## src/rtl/p405s_srm_pkg.sv

```systemverilog
// Shared encodings and helpers for the SRM mask-generation stage.
// Optional self-check support is used when P405S_SRM_MSKCHK_EN is defined.
package p405s_srm_pkg;

    localparam int MSK_W = 32;
    localparam int HALF  = 16;

    typedef enum logic [1:0] {
        SRM_OP_RLW  = 2'b00,
        SRM_OP_SLW  = 2'b01,
        SRM_OP_SRW  = 2'b10,
        SRM_OP_ONES = 2'b11
    } srmOp_e;

    typedef enum logic [1:0] {
        ST_IDLE   = 2'b00,
        ST_LOADED = 2'b01,
        ST_HELD   = 2'b10
    } srmState_e;

    typedef struct packed {
        logic [0:31] mskBegin;
        logic [0:14] mskEndHi;
        logic [0:14] mskEndLo;
        logic [0:1]  propLookAhd;
    } srmEnc_t;

    // Same carry chain the propagation stage builds: bit 16 takes its carry from lookahead[1].
    function automatic logic [0:31] srmPropagate(srmEnc_t e);
        logic [0:31] endFull;
        logic [0:31] m;
        logic        c;
        endFull = {e.mskEndHi, 1'b0, e.mskEndLo, 1'b0};
        m = '0;
        c = e.propLookAhd[0];
        for (int i = 0; i < MSK_W; i++) begin
            if (i == HALF) c = e.propLookAhd[1];
            m[i] = c | e.mskBegin[i];
            c = m[i] & ~endFull[i];
        end
        return m;
    endfunction

    function automatic logic [0:31] srmRangeMask(logic [4:0] mb, logic [4:0] me, logic empty);
        logic [0:31] m;
        m = '0;
        for (int i = 0; i < MSK_W; i++) begin
            if (!empty) begin
                if (mb <= me) m[i] = (5'(i) >= mb) && (5'(i) <= me);
                else          m[i] = (5'(i) >= mb) || (5'(i) <= me);
            end
        end
        return m;
    endfunction

endpackage

```

## src/rtl/p405s_srm_msk_gen_if.sv

```systemverilog
// Execute-control to mask-generation bundle; mskChkErr exists only with P405S_SRM_MSKCHK_EN.
interface p405s_srm_msk_gen_if;

    logic        exeValid;
    logic        exeHold;
    logic        exeFlush;
    logic [1:0]  opType;
    logic [0:4]  mbField;
    logic [0:4]  meField;
    logic [0:5]  shAmt;
    logic [0:31] mskBegin;
    logic [0:14] mskEndHi;
    logic [16:30] mskEndLo;
    logic [0:1]  propLookAhd;
    logic        mskValid;
    logic        genBusy;
`ifdef P405S_SRM_MSKCHK_EN
    logic        mskChkErr;
`endif

    modport master (
`ifdef P405S_SRM_MSKCHK_EN
        input  mskChkErr,
`endif
        output exeValid, exeHold, exeFlush, opType, mbField, meField, shAmt,
        input  mskBegin, mskEndHi, mskEndLo, propLookAhd, mskValid, genBusy
    );

    modport slave (
`ifdef P405S_SRM_MSKCHK_EN
        output mskChkErr,
`endif
        input  exeValid, exeHold, exeFlush, opType, mbField, meField, shAmt,
        output mskBegin, mskEndHi, mskEndLo, propLookAhd, mskValid, genBusy
    );

endinterface

```

## src/rtl/p405s_srm_dec5to32.sv

```systemverilog
// 5-bit index to 32-bit one-hot, big-endian bit numbering, all zero when disabled.
module p405s_srm_dec5to32 (
    input  logic        en,
    input  logic [4:0]  idx,
    output logic [0:31] oneHot
);

    assign oneHot = en ? (32'h8000_0000 >> idx) : '0;

endmodule

```

## src/rtl/p405s_srm_msk_gen.sv

```systemverilog
// SRM mask-generation stage: resolves MB/ME, encodes begin/end/lookahead, registers it.
// Defining P405S_SRM_MSKCHK_EN adds the mskChkErr range-compare cross-check.
//
// state     | meaning
// ST_IDLE   | no live mask; waiting for exeValid
// ST_LOADED | live mask on outputs; may reload back-to-back
// ST_HELD   | execute stall; outputs frozen, inputs ignored
module p405s_srm_msk_gen
    import p405s_srm_pkg::*;
(
    input  logic                CB,
    input  logic                resetCore,
    p405s_srm_msk_gen_if.slave  srmIf
);

    localparam logic [4:0] LAST_HI = 5'(HALF - 1);

    logic [4:0]  effMb;
    logic [4:0]  effMe;
    logic        empty;
    logic [0:31] begOh;
    logic [0:31] endOh;
    logic [1:0]  unusedEndBits;
    logic        wrap;
    logic        in15;
    srmEnc_t     encNxt;
    srmEnc_t     encReg;
    srmState_e   state;
    srmState_e   stateNxt;
    logic        load;
    logic        clr;

    always_comb begin
        effMb = srmIf.mbField;
        effMe = srmIf.meField;
        empty = 1'b0;
        case (srmOp_e'(srmIf.opType))
            SRM_OP_SLW: begin
                empty = srmIf.shAmt[0];
                effMb = 5'd0;
                effMe = 5'd31 - srmIf.shAmt[1:5];
            end
            SRM_OP_SRW: begin
                empty = srmIf.shAmt[0];
                effMb = srmIf.shAmt[1:5];
                effMe = 5'd31;
            end
            SRM_OP_ONES: begin
                effMb = 5'd0;
                effMe = 5'd31;
            end
            default: ;
        endcase
    end

    p405s_srm_dec5to32 u_decBegin (.en(~empty), .idx(effMb), .oneHot(begOh));
    p405s_srm_dec5to32 u_decEnd   (.en(~empty), .idx(effMe), .oneHot(endOh));

    // ME at 15 or 31 is carried purely by the lookahead bits.
    assign unusedEndBits = {endOh[15], endOh[31]};

    assign wrap = effMb > effMe;
    assign in15 = wrap ? ((effMb <= LAST_HI) || (effMe >= LAST_HI))
                       : ((effMb <= LAST_HI) && (effMe >= LAST_HI));

    always_comb begin
        encNxt.mskBegin    = begOh;
        encNxt.mskEndHi    = endOh[0:14];
        encNxt.mskEndLo    = endOh[16:30];
        encNxt.propLookAhd = empty ? 2'b00 : {wrap, in15 && (effMe != LAST_HI)};
    end

    always_ff @(posedge CB) begin
        if (resetCore) state <= ST_IDLE;
        else           state <= stateNxt;
    end

    always_comb begin
        stateNxt = state;
        load     = 1'b0;
        clr      = 1'b0;
        if (srmIf.exeFlush) begin
            stateNxt = ST_IDLE;
            clr      = 1'b1;
        end else begin
            case (state)
                ST_IDLE: begin
                    if (srmIf.exeValid) begin
                        load     = 1'b1;
                        stateNxt = ST_LOADED;
                    end
                end
                ST_LOADED: begin
                    if (srmIf.exeHold)       stateNxt = ST_HELD;
                    else if (srmIf.exeValid) load = 1'b1;
                    else                     stateNxt = ST_IDLE;
                end
                ST_HELD: begin
                    if (!srmIf.exeHold) begin
                        stateNxt = ST_LOADED;
                        load     = srmIf.exeValid;
                    end
                end
                default: stateNxt = ST_IDLE;
            endcase
        end
    end

    // Vectors keep their last value on LOADED->IDLE; only flush and reset clear them.
    always_ff @(posedge CB) begin
        if (resetCore)  encReg <= '0;
        else if (clr)   encReg <= '0;
        else if (load)  encReg <= encNxt;
    end

    assign srmIf.mskBegin    = encReg.mskBegin;
    assign srmIf.mskEndHi    = encReg.mskEndHi;
    assign srmIf.mskEndLo    = encReg.mskEndLo;
    assign srmIf.propLookAhd = encReg.propLookAhd;
    assign srmIf.mskValid    = (state != ST_IDLE);
    assign srmIf.genBusy     = (state == ST_HELD);

`ifdef P405S_SRM_MSKCHK_EN
    logic chkErr;

    always_ff @(posedge CB) begin
        if (resetCore) chkErr <= 1'b0;
        else           chkErr <= load && (srmPropagate(encNxt) != srmRangeMask(effMb, effMe, empty));
    end

    assign srmIf.mskChkErr = chkErr;
`endif

endmodule
```

## src/flat_wrapper.sv

```systemverilog
// flat-port wrapper written by rule: the top's interface ports become plain ports
module p405s_srm_msk_gen_flat import p405s_srm_pkg::*;
  (CB, resetCore, srmIf_exeValid, srmIf_exeHold, srmIf_exeFlush, srmIf_opType, srmIf_mbField, srmIf_meField, srmIf_shAmt, srmIf_mskBegin, srmIf_mskEndHi, srmIf_mskEndLo, srmIf_propLookAhd, srmIf_mskValid, srmIf_genBusy);
  p405s_srm_msk_gen_if srmIf_i ();
  input  logic CB;
  input  logic resetCore;
  input wire logic [$bits(srmIf_i.exeValid)-1:0] srmIf_exeValid;
  input wire logic [$bits(srmIf_i.exeHold)-1:0] srmIf_exeHold;
  input wire logic [$bits(srmIf_i.exeFlush)-1:0] srmIf_exeFlush;
  input wire logic [$bits(srmIf_i.opType)-1:0] srmIf_opType;
  input wire logic [$bits(srmIf_i.mbField)-1:0] srmIf_mbField;
  input wire logic [$bits(srmIf_i.meField)-1:0] srmIf_meField;
  input wire logic [$bits(srmIf_i.shAmt)-1:0] srmIf_shAmt;
  output wire logic [$bits(srmIf_i.mskBegin)-1:0] srmIf_mskBegin;
  output wire logic [$bits(srmIf_i.mskEndHi)-1:0] srmIf_mskEndHi;
  output wire logic [$bits(srmIf_i.mskEndLo)-1:0] srmIf_mskEndLo;
  output wire logic [$bits(srmIf_i.propLookAhd)-1:0] srmIf_propLookAhd;
  output wire logic [$bits(srmIf_i.mskValid)-1:0] srmIf_mskValid;
  output wire logic [$bits(srmIf_i.genBusy)-1:0] srmIf_genBusy;
  assign srmIf_i.exeValid = srmIf_exeValid;
  assign srmIf_i.exeHold = srmIf_exeHold;
  assign srmIf_i.exeFlush = srmIf_exeFlush;
  assign srmIf_i.opType = srmIf_opType;
  assign srmIf_i.mbField = srmIf_mbField;
  assign srmIf_i.meField = srmIf_meField;
  assign srmIf_i.shAmt = srmIf_shAmt;
  assign srmIf_mskBegin = srmIf_i.mskBegin;
  assign srmIf_mskEndHi = srmIf_i.mskEndHi;
  assign srmIf_mskEndLo = srmIf_i.mskEndLo;
  assign srmIf_propLookAhd = srmIf_i.propLookAhd;
  assign srmIf_mskValid = srmIf_i.mskValid;
  assign srmIf_genBusy = srmIf_i.genBusy;
  p405s_srm_msk_gen u_core (.CB(CB), .resetCore(resetCore), .srmIf(srmIf_i));
endmodule
```

## config.mk

```make
export PLATFORM = sky130hd
export DESIGN_NAME = p405s_srm_msk_gen_flat
export DESIGN_NICKNAME = d
export VERILOG_FILES = /design/src/rtl/p405s_srm_pkg.sv /design/src/rtl/p405s_srm_msk_gen_if.sv /design/src/rtl/p405s_srm_dec5to32.sv /design/src/rtl/p405s_srm_msk_gen.sv /design/src/flat_wrapper.sv
export SDC_FILE = /design/constraint.sdc
export NUM_CORES = 1
export LEC_CHECK = 0
export CELL_PAD_IN_SITES_DETAIL_PLACEMENT = 1
export CELL_PAD_IN_SITES_GLOBAL_PLACEMENT = 1
export CORE_ASPECT_RATIO = 0.7
export CORE_MARGIN = 4
export CORE_UTILIZATION = 35
export CTS_BUF_LIST = sky130_fd_sc_hd__clkbuf_8 sky130_fd_sc_hd__clkbuf_16
export CTS_CLUSTER_SIZE = 16
export DETAILED_ROUTE_END_ITERATION = 6
export HOLD_SLACK_MARGIN = 0.08
export PLACE_DENSITY = 0.81
export SLEW_MARGIN = 20
export SYNTH_ARGS = -nofsm -noshare
export SYNTH_HDL_FRONTEND = slang
export SYNTH_SLANG_ARGS = --single-unit
```

## constraint.sdc

```tcl
create_clock -name CB -period 3.1 [get_ports CB]
set_clock_uncertainty 0.1 [all_clocks]
set_input_delay 0.31 -clock CB [delete_from_list [all_inputs] [get_ports CB]]
set_output_delay 0.31 -clock CB [all_outputs]
set_load 0.03 [all_outputs]
```

---- Word level (Yosys, flattened, before mapping) ----
Index checks and enable logic that the tools add are counted.
cells by class
  $add $sub $neg .......................... 1
  $lt $le $gt $ge ......................... 3
  eq/ne operators ......................... 9
  shift operators ......................... 2
  mux-type cells .......................... 18
  reductions and logical operators ........ 11
operators by type and width
  operator                                                         count
  two-way mux 32 bit                                               2
  right shift 32 x 5 -> 32 bit (first input constant)              2
  one-hot mux 5 bit (2 select lines)                               2
  two-way mux 2 bit                                                5
  OR reduction 2 bit                                               5
  two-way mux 1 bit                                                7
  == test 2 bit (second input constant)                            3
  one-hot mux 2 bit (3 select lines)                               1
  >= comparator 5 x 4 -> 1 bit (second input constant)             1
  > comparator 5 bit                                               1
  less-or-equal comparator 5 x 4 -> 1 bit (second input constant)  1
  inequality test 5 x 4 -> 1 bit (second input constant)           1
  subtractor 5 bit (first input constant)                          1
  == test 2 x 1 -> 1 bit (second input constant)                   2
  inequality test 2 bit (second input constant)                    2
  inequality test 3 bit (second input constant)                    1
  one-hot mux 1 bit (3 select lines)                               1
  AND reduction 3 bit                                              1
  logical AND 1 bit                                                2
  zero test 2 bit                                                  1
  nonzero test 2 bit                                               1
  logical OR 1 bit                                                 1
storage, ports and cells
  flip-flop bits (word level) ............. 66
  input port bits ......................... 23
  output and inout bits ................... 66
  logic and storage cells ................. 49

---- Logic depth before layout (Yosys ltp) ----
  depth in word-level cells ............... 8
  gate-level depth with buffers ........... 12
  depth with buffers taken out ............ 11

---- Modules after synthesis ----
Synthesis repeated with hierarchy kept, for this count alone.
unflattened totals
  cell total of the unflattened synthesis .. 477
  area, all modules ....................... 3389.5 µm²
by module, submodules not included
  module              instances  cells an instance  area an instance (µm²)  sequential area each (µm²)
  p405s_srm_msk_gen   1          383                2921.6                  1321.3
  p405s_srm_dec5to32  2          47                 234.0                   0.0

---- Worst setup path after synthesis ----
Ideal clock, no wire load.
  kind .................................... input port to flip-flop
  from .................................... input srmIf_opType[0]
  to ...................................... register u_core.encReg (netlist bit u_core.srmIf.propLookAhd[0])
  library setup time ...................... 0.131 ns
  data arrival time ....................... 2.413 ns
  data required time ...................... 2.869 ns
  path slack .............................. 0.456 ns
  stages .................................. 12
  buffers on the path ..................... 1
  cells stage by stage .................... inv_1 > ha_1 > buf_4 > nor2b_1 > a21oi_2 > inv_2 > ha_1 > nor2b_1 > a32oi_1 > a21oi_1 > o311ai_0 > a21oi_1
on the way
  longest elaborated chain between the ends .. 5
  elaborated cells on any way between the ends .. 11
  classes of those cells .................. order compare: 1; eq/ne: 3; mux: 4; reduce/logical: 3
ends and longest elaborated chain
  element                                                         line                      RTL
  start, declared                                                 flat_wrapper.sv:10        input wire logic [$bits(srmIf_i.opType)-1:0] srmIf_opType;
  == test 2 bit / == test 2 x 1 -> 1 bit (equally long branches)  p405s_srm_msk_gen.sv:37   case (srmOp_e'(srmIf.opType))
  OR reduction 2 bit (no line)                                    -
  one-hot mux 5 bit (2 select lines)                              p405s_srm_msk_gen.sv:37
  > comparator 5 bit                                              p405s_srm_msk_gen.sv:62   assign wrap = effMb > effMe;
  two-way mux 2 bit (*)                                           p405s_srm_msk_gen.sv:70   encNxt.propLookAhd = empty ? 2'b00 : {wrap, in15 && (effMe != LAST_HI)};
  end signal, assigned                                            p405s_srm_msk_gen.sv:113  else if (load) encReg <= encNxt;
  end, declared                                                   p405s_srm_msk_gen.sv:27   srmEnc_t encReg;
Mark *: on every way between the ends. The rest lies on a longest branch, timed or not.
A chain may end at the register's enable or synchronous reset.

---- Worst setup path in the final report ----
Ends and elaborated chain as after synthesis.

==> flow_metrics.env <==
export IMPL_outcome="finished, final reports clean"
export IMPL_stdcell_area_um2=4610
export IMPL_switching_power_of_the_nets_w=0.000585
export IMPL_synth_xor_area_share_pct=0.548
export IMPL_async_flop_share_pct=0
export IMPL_placeableCoreArea_um2=8650
export IMPL_synth_enable_flop_cells=0
export IMPL_setup_viol_count_final=0
export IMPL_comb_power_share_pct=14.5
export IMPL_r2r_worst_path_cells=7
export IMPL_cp_endpoint="u_core.srmIf.propLookAhd[0]$_SDFFE_PP0P_"
export IMPL_ff_latch_area_um2=1320
export IMPL_switching_share_of_total_power_pct=27.0
export IMPL_drt_iter0_drc=227
export IMPL_n_antenna_cell=0
export IMPL_fp_row_count=28
export IMPL_timing_final_crit_share_pct=91.1
export IMPL_finalHoldWorstSlack_ps=367
export IMPL_seq_power_share_pct=39.4
export IMPL_crit_chain="clkdlybuf4s50_1, inv_1, ha_1, nor3_1, a21oi_2, inv_2, ha_1, and2_1, a32oi_1, a21oi_1, o311ai_0, a21oi_1"
export IMPL_setup_worst_path_end_class="register"
export IMPL_timing_worst_slew_pin_value_ps=845
export IMPL_multi_input_area_um2=1710
export IMPL_wl_um=11100
export IMPL_route_vias_total=3170
export IMPL_initial_utilization_pct=36.9
export IMPL_synth_compound_gate_area_share_pct=25.7
export IMPL_post_dp_cell_area_um2=4320
export IMPL_gp_routability_congestion=0.877
export IMPL_layout_setup_ws_ps=276
export IMPL_synth_yosys_seq_area_share_pct=41.4
export IMPL_ios=89
export IMPL_finalMaxSlewViolations=0
export IMPL_worstReg2RegStart="u_core.state[1]$_SDFFE_PP0P_"
export IMPL_critical_path_buf_inv_count=3
export IMPL_route_detailed_drc=0
export IMPL_crit_start="srmIf_opType[0]"
export IMPL_synthesis_nets=390
export IMPL_dominantRegCellSynth="dfxtp_1"
export IMPL_timing_worst_setup_path_type="in -> reg"
export IMPL_detailed_place_hpwl_um=7870
export IMPL_fillers=1004
export IMPL_clock_path_buffers=2
export IMPL_intPower_w=0.00159
export IMPL_drive_gt1_share_pct=13.8
export IMPL_drt_vias_per_instance=5.44
export IMPL_post_synth_top_area_cell="dfxtp_1"
export IMPL_maxClockFrequency_ghz=0.354
export IMPL_synth_top_cell_area_share_pct=41.4
export IMPL_clock_latency_ps=330
export IMPL_final_core_util_pct=53.2
export IMPL_crit_slowest_cell="clkdlybuf4s50_1"
export IMPL_synth_area_in_simple_gates_pct=22.7
export IMPL_syn2layout_area_growth_pct=44.2
export IMPL_clkSlewWorstSetupHoldPaths_ps=60
export IMPL_count_of_clock_tree_sinks=66
export IMPL_max_cap_violations=0
export IMPL_pwr_share_clk_pct=46.1
export IMPL_detailedPlace_worstSlack_ps=-32.4
export IMPL_cts_root_buf="clkbuf_16"
export IMPL_num_nets_final=492
export IMPL_commonest_non_fill_non_tap_cell_in_the_layout="clkdlybuf4s50_1"
export IMPL_syn_mean_instance_area_um2=8.97
export IMPL_rsz0062_at_grt="false"
export IMPL_fp_dieH_um=87.9
export IMPL_tritoncts="built"
export IMPL_post_drt_wl_per_cell_um=19.1
export IMPL_netlist_cell_type_count=52
export IMPL_cts_hold_buf=0
export IMPL_data_arrival_critical_path_ps=2910
export IMPL_post_cts_setup_buffers=0
export IMPL_grt_ovfl_total=0
export IMPL_h_tree_depth=3
export IMPL_power_leakage_nw=1.60
export IMPL_drt_antenna_violating_nets=0
export IMPL_floorplan_die_width_um=122
export IMPL_numCtsBuffers=9
export IMPL_relSlewSlack_pct=43.6
export IMPL_netlist_area_um2=3190
export IMPL_number_of_global_route_vias_before_repair=3350
export IMPL_ys_ff_latch=66
export IMPL_p_per_area_nw_per_um2=471
export IMPL_mostFrequentLayoutCells="clkdlybuf4s50_1, nor2_1, dfxtp_1, a22oi_1, buf_4"
export IMPL_worstHoldPathType="reg -> reg"
export IMPL_place_port_buffers=88
export IMPL_worst_path_largest_cell_delay_ps=510
export IMPL_path_max_fanout=6
export IMPL_total_die_area_um2=10700
export IMPL_timing_rr_end="u_core.srmIf.mskBegin[1]$_SDFFE_PP0P_"
export IMPL_peak_supply_drop_v=0.000274
export IMPL_grt_use_total_pct=21.4
export IMPL_hold_viol_final=0
export IMPL_yosys_area_share_adder_pct=4.31
export IMPL_required_ps=3190
export IMPL_worst_r2r_setup_slack_ps=650
export IMPL_post_synth_main_area_contributors="dfxtp_1, a22oi_1, nor2_1, ha_1, a32oi_1"
export IMPL_yosys_warnings=0
export IMPL_worstSetupStartpointType="input port"
export IMPL_synth_top_family_by_area="compound AO/OA/AOI/OAI gates"
export IMPL_cts_resized_gates=0
export IMPL_grt_first_pass_wirelength_um=17800
export IMPL_pin_count_of_the_biggest_net_entering_global_routing=66
export IMPL_timing_critical_path_max_delay_family="compound AO/OA/AOI/OAI gates"
export IMPL_yosys_mux_area_fraction_pct=0.313
export IMPL_initial_antenna_violation_count=0
export IMPL_postSynthCellCount=356
export IMPL_drt_pass1_iterations=4
export IMPL_setup_tns_final_ps=0
export IMPL_period_minus_slack_ps=2820
export IMPL_worst_path_stages=12
[cells in the mapped netlist, drive strengths merged, types with 3 or more instances]
master and number:
buf 8, a32oi 11, o21bai 4, nand2 15, clkbuf 14, dfxtp 66
inv 15, and2 3, nor4 12, nand3 4, a21oi 5, nor2b 7
o31ai 6, nand2b 7, nor3 8, a22oi 55, o21ai 5, nor2 73
ha 11
[metrics by stage]
step | cells | total power (W)
2_1_floorplan | 356 | 0.00106
3_3_place_gp | 567 | 0.00117
3_5_place_dp | 567 | 0.00118
4_1_cts | 583 | 0.00219
5_1_grt | 583 | 0.00225
6_report | 583 | 0.00217
[final cells by class]
type / instances / share of cell area, %
clock buffers: 9 / 4.89
clock inverters: 7 / 1.33
inverters: 15 / 1.22
multi-input cells: 253 / 37.2
flip-flops and latches: 66 / 28.7
well taps: 120 / 3.26
repair buffers: 113 / 23.5
[cells by family (layout without fill, tap and decap cells)]
| kind of cell | after synthesis | in the layout |
|---|---|---|
| compound gates | 100 | 100 |
| xor+xnor | 2 | 2 |
| fa+ha+maj | 11 | 11 |
| buf+inv | 37 | 144 |
| flops | 66 | 66 |
| mux | 1 | 1 |
| simple gates | 139 | 139 |
[how the worst min path moves through the flow]
stage	from	to	cells past startpoint
global placement	u_core.srmIf.propLookAhd[0]$_SDFFE_PP0P_	u_core.srmIf.propLookAhd[0]$_SDFFE_PP0P_	2
floorplan	srmIf_exeFlush	u_core.srmIf.propLookAhd[1]$_SDFFE_PP0P_	3
detailed placement	u_core.srmIf.propLookAhd[0]$_SDFFE_PP0P_	u_core.srmIf.propLookAhd[0]$_SDFFE_PP0P_	2
finish	u_core.srmIf.propLookAhd[0]$_SDFFE_PP0P_	u_core.srmIf.propLookAhd[0]$_SDFFE_PP0P_	2
global route	u_core.srmIf.propLookAhd[0]$_SDFFE_PP0P_	u_core.srmIf.propLookAhd[0]$_SDFFE_PP0P_	2
CTS	u_core.srmIf.propLookAhd[0]$_SDFFE_PP0P_	u_core.srmIf.propLookAhd[0]$_SDFFE_PP0P_	2
[power by group through the flow]
stage / clock network [W] / registers, W / logic (W)
3_3_place_gp: 0 / 0.000873 / 0.000300
3_5_place_dp: 0 / 0.000873 / 0.000307
4_1_cts: 0.00102 / 0.000855 / 0.000313
5_1_grt: 0.00106 / 0.000855 / 0.000342
6_report: 0.00100 / 0.000855 / 0.000315
2_1_floorplan: 0 / 0.000877 / 0.000182
[per-layer routing]
metal  up-vias  routed length (µm)  global-route usage, %
met5         -                   0                      0
met2        89                5000                   33.4
met4         0                 126                   5.39
met3        16                 773                   7.42
li1       1503                   -                      -
met1      1562                5240                   28.5
[sequential cells by signal, summed over array words and instances (netlist names)]
signal / flops
u_core.srmIf.mskBegin: 32
u_core.srmIf.mskEndHi: 15
u_core.srmIf.mskEndLo: 15
u_core.srmIf.propLookAhd: 2
u_core.state: 2
[tightest hold or removal path, delay by kind of cell (launching register included)]
kind	cells	cell delay, ps
and+or+nand+nor	1	60
AOI/OAI and AO/OA	1	50
DFF	1	310
Power figures use the tool's default switching activity.
